[config.mk]
export PLATFORM = sky130hd
export DESIGN_NAME = imem_loader
export DESIGN_NICKNAME = d
export VERILOG_FILES = /design/src/rtl/imem_loader.sv
export SDC_FILE = /design/constraint.sdc
export NUM_CORES = 1
export LEC_CHECK = 0
export ABC_AREA = 0
export CAP_MARGIN = 20
export CORE_UTILIZATION = 52
export CTS_BUF_LIST = sky130_fd_sc_hd__clkbuf_8
export DETAILED_ROUTE_END_ITERATION = 7
export MAX_ROUTING_LAYER = met4
export PLACE_DENSITY = 0.79
export SLEW_MARGIN = 20
export SYNTH_ARGS = -nofsm -noshare
export SYNTH_HDL_FRONTEND = slang
export SYNTH_SLANG_ARGS = --single-unit
export TNS_END_PERCENT = 10
[constraint.sdc]
create_clock -name clk -period 2.34 [get_ports clk]
set_input_delay 0.702 -clock clk [delete_from_list [all_inputs] [get_ports clk]]
set_output_delay 0.702 -clock clk [all_outputs]
set_load 0.05 [all_outputs]
[src/rtl/imem_loader.sv]
// imem_loader: packs a little-endian byte stream into 32-bit words and writes them to imem from address 0; holds the core in reset until done.
// Latency: imem_we one cycle after the 4th accepted byte (one word per 5 cycles). byte_ready is low outside COLLECT/CHECK.
// Optional macro IMEM_LOADER_CHECKSUM_EN adds a trailing XOR checksum byte (CHECK state).
module imem_loader #(
  parameter int MEM_WORDS = 64,
  parameter int CNT_WIDTH = 8
) (
  input  logic                 clk,
  input  logic                 rst_n,
  input  logic                 start,
  input  logic [CNT_WIDTH-1:0] num_words,
  input  logic [7:0]           byte_in,
  input  logic                 byte_valid,
  output logic                 byte_ready,
  output logic                 imem_we,
  output logic [31:0]          imem_addr,
  output logic [31:0]          imem_wdata,
  output logic                 busy,
  output logic                 done,
  output logic                 error,
  output logic                 cpu_rst_n
);

`ifdef IMEM_LOADER_CHECKSUM_EN
  typedef enum logic [2:0] {IDLE, COLLECT, WRITE, DONE, CHECK} state_t;
  localparam state_t END_STATE = CHECK;
`else
  typedef enum logic [1:0] {IDLE, COLLECT, WRITE, DONE} state_t;
  localparam state_t END_STATE = DONE;
`endif

  localparam logic [CNT_WIDTH-1:0] MAX_WORDS = CNT_WIDTH'(MEM_WORDS);

  state_t                 state_q, state_d;
  logic [CNT_WIDTH-1:0]   cnt_q, num_q;
  logic [1:0]             idx_q;
  logic [23:0]            asm_q;
  logic [31:0]            addr_q, wdata_q;
  logic                   error_q;
  logic [7:0]             csum_q;
  logic                   start_ok, too_long, xfer, last_word;

  assign start_ok  = start && (state_q == IDLE || state_q == DONE);
  assign too_long  = num_words > MAX_WORDS;
  assign xfer      = byte_valid && byte_ready;
  assign last_word = (cnt_q == num_q - CNT_WIDTH'(1));

  assign imem_addr  = addr_q;
  assign imem_wdata = wdata_q;
  assign error      = error_q;

  always_ff @(posedge clk or negedge rst_n) begin
    if (!rst_n) state_q <= IDLE;
    else        state_q <= state_d;
  end

  always_comb begin
    state_d    = state_q;
    byte_ready = 1'b0;
    imem_we    = 1'b0;
    busy       = 1'b0;
    done       = 1'b0;
    cpu_rst_n  = 1'b0;
    case (state_q)
      IDLE, DONE: begin
        if (state_q == DONE) begin
          done      = 1'b1;
          cpu_rst_n = 1'b1;
        end
        // DONE re-arms exactly like IDLE; a rejected length drops back to IDLE
        if (start) begin
          if (num_words == '0)  state_d = END_STATE;
          else if (too_long)    state_d = IDLE;
          else                  state_d = COLLECT;
        end
      end
      COLLECT: begin
        byte_ready = 1'b1;
        busy       = 1'b1;
        if (xfer && idx_q == 2'd3) state_d = WRITE;
      end
      WRITE: begin
        imem_we = 1'b1;
        busy    = 1'b1;
        state_d = last_word ? END_STATE : COLLECT;
      end
`ifdef IMEM_LOADER_CHECKSUM_EN
      CHECK: begin
        byte_ready = 1'b1;
        busy       = 1'b1;
        if (byte_valid) state_d = (byte_in == csum_q) ? DONE : IDLE;
      end
`endif
      default: state_d = IDLE;
    endcase
  end

  always_ff @(posedge clk or negedge rst_n) begin
    if (!rst_n) begin
      cnt_q   <= '0;
      num_q   <= '0;
      idx_q   <= '0;
      asm_q   <= '0;
      addr_q  <= '0;
      wdata_q <= '0;
      error_q <= 1'b0;
      csum_q  <= '0;
    end else begin
      if (start_ok) begin
        error_q <= too_long;
        if (!too_long) begin
          num_q  <= num_words;
          cnt_q  <= '0;
          idx_q  <= '0;
          asm_q  <= '0;
          csum_q <= '0;
        end
      end
      if (state_q == COLLECT && xfer) begin
        idx_q  <= idx_q + 2'd1;
        csum_q <= csum_q ^ byte_in;
        // The 4th byte completes the word straight into the write registers
        case (idx_q)
          2'd0:    asm_q[7:0]   <= byte_in;
          2'd1:    asm_q[15:8]  <= byte_in;
          2'd2:    asm_q[23:16] <= byte_in;
          default: begin
            wdata_q <= {byte_in, asm_q};
            addr_q  <= 32'({cnt_q, 2'b00});
          end
        endcase
      end
      if (state_q == WRITE) cnt_q <= cnt_q + CNT_WIDTH'(1);
`ifdef IMEM_LOADER_CHECKSUM_EN
      if (state_q == CHECK && byte_valid && byte_in != csum_q) error_q <= 1'b1;
`endif
    end
  end

endmodule

==> impl_metrics.ini, run 1 <==
[outcome]
status = finished, final reports clean

[critical_path]
cp_top_family = buffers and inverters
cpMaxStageDelayCell = dfrtp_1
slowest_delay_ns = 0.41
crit_fanout = 7
cp.required_ns = 1.64
reg2reg_depth = 8
worstReg2RegStart = state_q[1]
critical_path_class = reg -> out
reg2reg_to = state_q[1]
cp-end-kind = output port
cp_data_arrival_time_ns = 1.56
reg2reg_slack_ns = 0.34
critPathBufInv = 3
start_kind = flop
crit_path_frequent_cell = inv_1
cp_cell_sequence = inv_1 -> ha_1 -> inv_1 -> buf_12

[sta]
hold_ws_ns = 0.3499
grt_setup_unrepaired = false
timing.slew.headroom_pct = 59.52
drv_slew = 0
timing.fmax_ghz = 0.4414
max_slew.worst_pin.slew_ns = 0.6073
finalCriticalPeriod_ns = 2.266
final_hold_viol_count = 0
skew_ns = 0.01169
fin_crit_sh_pct = 96.83
setup_viol = 0

[synth]
ys_ff_latch = 85
yosys_warnings = 0
synth_area_leaders = dfrtp_1 53%, mux2_2 11%, nand2_1 5.8%
synth_top_area_cell = dfrtp_1
syn_inst = 363
yosysSeqAreaShare_pct = 53.19
yosysUniqueCellTypes = 40
synth_top_area_share_pct = 53.19
synth_area_sq_um = 3999
syn_area_per_cell_sq_um = 11.02

[finish]
nNetsFinal = 460
area_growth_pct = 24.59
drive_gt1_share_pct = 19.27
stdcell_count = 535
insertedDiodeCount = 0
fillCellCount = 558

[place]
dp_cells = 519
routabilityCongestion = 0.8209
io_buffer_count = 65
hpwl_mm = 5.733

[grt]
first_global_vias = 2663
grt_max_degree = 51
grt_pass1_wl_mm = 12.93
grt.overflow.total = 0
gr-usage-all-layers_pct = 22.12
antenna_found_initial = 0

[pwr]
p_leak_nw = 2.434
peakVddDrop_uv = 525.9
p_per_area_nw_per_um2 = 1394
power.total_mw = 6.947

[routing]
drc = 0
vias = 2833
ant_nets = 0
drt_iter0_markers = 128
firstDrtPassIters = 4
via_per_inst = 5.295
totalWireLength_mm = 8.015
wl_per_cell_um = 14.98

[cts]
numCtsBuffers = 9
cts_num_sinks = 85
insertion_delay_ns = 0.35
clockBufferDepth = 2
post-cts-setup-buffers = 0
cts-root-buf = clkbuf_8
htree_num_levels = 3
tritoncts = built
clkTransAtPathRegs_ns = 0.08

[floorplan]
start_util_pct = 54.55
dieArea_sq_um = 8045
ios = 90
core_sq_um = 7331
placementRows = 31
die_w_um = 89.70
fp.dieH_um = 89.70

[hold_path]
hp-class = in -> async

[job]
maxCapViolations = 0
report_power, final:
group	total, mW	switching [mW]	internal (mW)	leakage, nW
Combinational	3.37	2.04	1.33	1.20
Clock	1.14	0.534	0.607	0.112
Sequential	2.43	0.439	1.99	1.13
cell usage in the layout (no fill, tap or decap), types with 2 or more instances in the layout:
master | Yosys | routed
and3_1 | 5 | 5
dfrtp_1 | 85 | 85
clkbuf_8 | 0 | 9
o211ai_1 | 2 | 2
a21oi_1 | 5 | 5
mux2_4 | 7 | 7
buf_12 | 0 | 7
xor2_1 | 2 | 2
nand2b_1 | 6 | 6
a211oi_1 | 3 | 3
a31oi_1 | 7 | 7
inv_6 | 0 | 2
inv_1 | 7 | 8
buf_4 | 25 | 12
clkdlybuf4s50_1 | 0 | 59
nand2_1 | 62 | 62
o21ai_0 | 9 | 9
ha_1 | 9 | 8
conb_1 | 1 | 24
o31ai_1 | 2 | 2
xnor2_1 | 7 | 7
nand3_1 | 34 | 33
nor2b_1 | 3 | 3
bufinv_16 | 0 | 2
mux2_2 | 40 | 40
a41oi_1 | 2 | 2
nor2_1 | 6 | 6
synthesized netlist by cell type (all sizes together):
master	number
ha	9
nor2b	3
a31oi	7
nor2	6
mux2	47
a21oi	5
dfrtp	85
o21ai	9
o31ai	2
and2	1
a211oi	3
and3b	1
nand3b	1
o311ai	1
conb	1
nor4b	1
inv	7
xnor2	7
nor3	1
or3	1
nand2	62
a311oi	1
mux2i	1
and3	5
a41oi	2
xor2	2
a32o	1
nand4	1
clkbuf	9
buf	35
a21boi	1
a211o	1
o211ai	2
nand3	34
nand2b	6
nor4	2
logic make-up after synthesis:
kind of cell / synth area share, %
mux: 14.14
buf+inv: 7.728
xor+xnor: 1.971
other cells: 0.09378
simple gates: 14.36
flops: 53.19
compound gates: 5.694
fa+ha+maj: 2.816
worst max-delay path by stage:
stage	start	endpoint	slack [ns]	cells past startpoint
global placement	num_words[3]	num_q[6]	-0.10	6
global route	state_q[0]	busy	0.02	4
detailed placement	num_words[3]	state_q[1]	-0.18	7
floorplan	num_words[3]	num_q[0]	0.39	5
CTS	imem_wdata[10]	imem_wdata[10]	0.07	1
finish	state_q[0]	busy	0.07	4
registers in the layout (all words and copies together), names as in the netlist:
name        cells
num_q           8
state_q         2
imem_addr       8
imem_wdata     32
cnt_q           8
error           1
idx_q           2
asm_q          24
routing by layer:
layer | global-route usage, % | vias up | share of wire (%)
met4 | 10.10 | 0 | 2.1
li1 | - | 1333 | -
met3 | 2.742 | 13 | 4.5
met2 | 34.02 | 109 | 48
met1 | 29.49 | 1378 | 45
met5 | - | - | 0
final cells by class:
| type | count | area, sq um | area share (%) |
|---|---|---|---|
| Timing Repair Buffer | 78 | 820.8 | 16.47 |
| Tap cell | 99 | 123.9 | 2.486 |
| Sequential cell | 85 | 2127 | 42.69 |
| Multi-Input combinational cell | 250 | 1663 | 33.38 |
| Clock buffer | 9 | 123.9 | 2.486 |
| Clock inverter | 7 | 97.59 | 1.959 |
| Inverter | 7 | 26.28 | 0.5274 |
per-stage QoR:
stage | utilization, % | setup WS [ns] | setup TNS (ns) | cell area (sq um)
3_5_place_dp | 64.82 | -0.1774 | -5.369 | 4752
6_report | 67.96 | 0.07429 | 0 | 4982
5_1_grt | 67.96 | 0.01503 | 0 | 4982
4_1_cts | 67.84 | 0.07419 | 0 | 4974
2_1_floorplan | - | 0.3878 | 0 | 4085
3_3_place_gp | 64.82 | -0.1038 | -3.134 | 4752
what timing repair did:
| action | in CTS | in global routing |
|---|---|---|
| gates resized for setup | 0 | 2 |
| setup endpoints to repair | 0 | 2 |
| hold buffers | 0 | 0 |
No activity file was read; power rests on OpenSTA's default activity.
==> inputs of run 2 (changes only) <==
--- a/config.mk
+++ b/config.mk
@@ -6,9 +6,9 @@
 export NUM_CORES = 1
 export LEC_CHECK = 0
 export ABC_AREA = 0
-export CAP_MARGIN = 20
 export CORE_UTILIZATION = 52
 export CTS_BUF_LIST = sky130_fd_sc_hd__clkbuf_8
+export CTS_CLUSTER_SIZE = 24
 export DETAILED_ROUTE_END_ITERATION = 7
 export MAX_ROUTING_LAYER = met4
 export PLACE_DENSITY = 0.79
==> results of run 2 <==
Same layout as run 1: the final DEF is identical, and so are final timing and power.
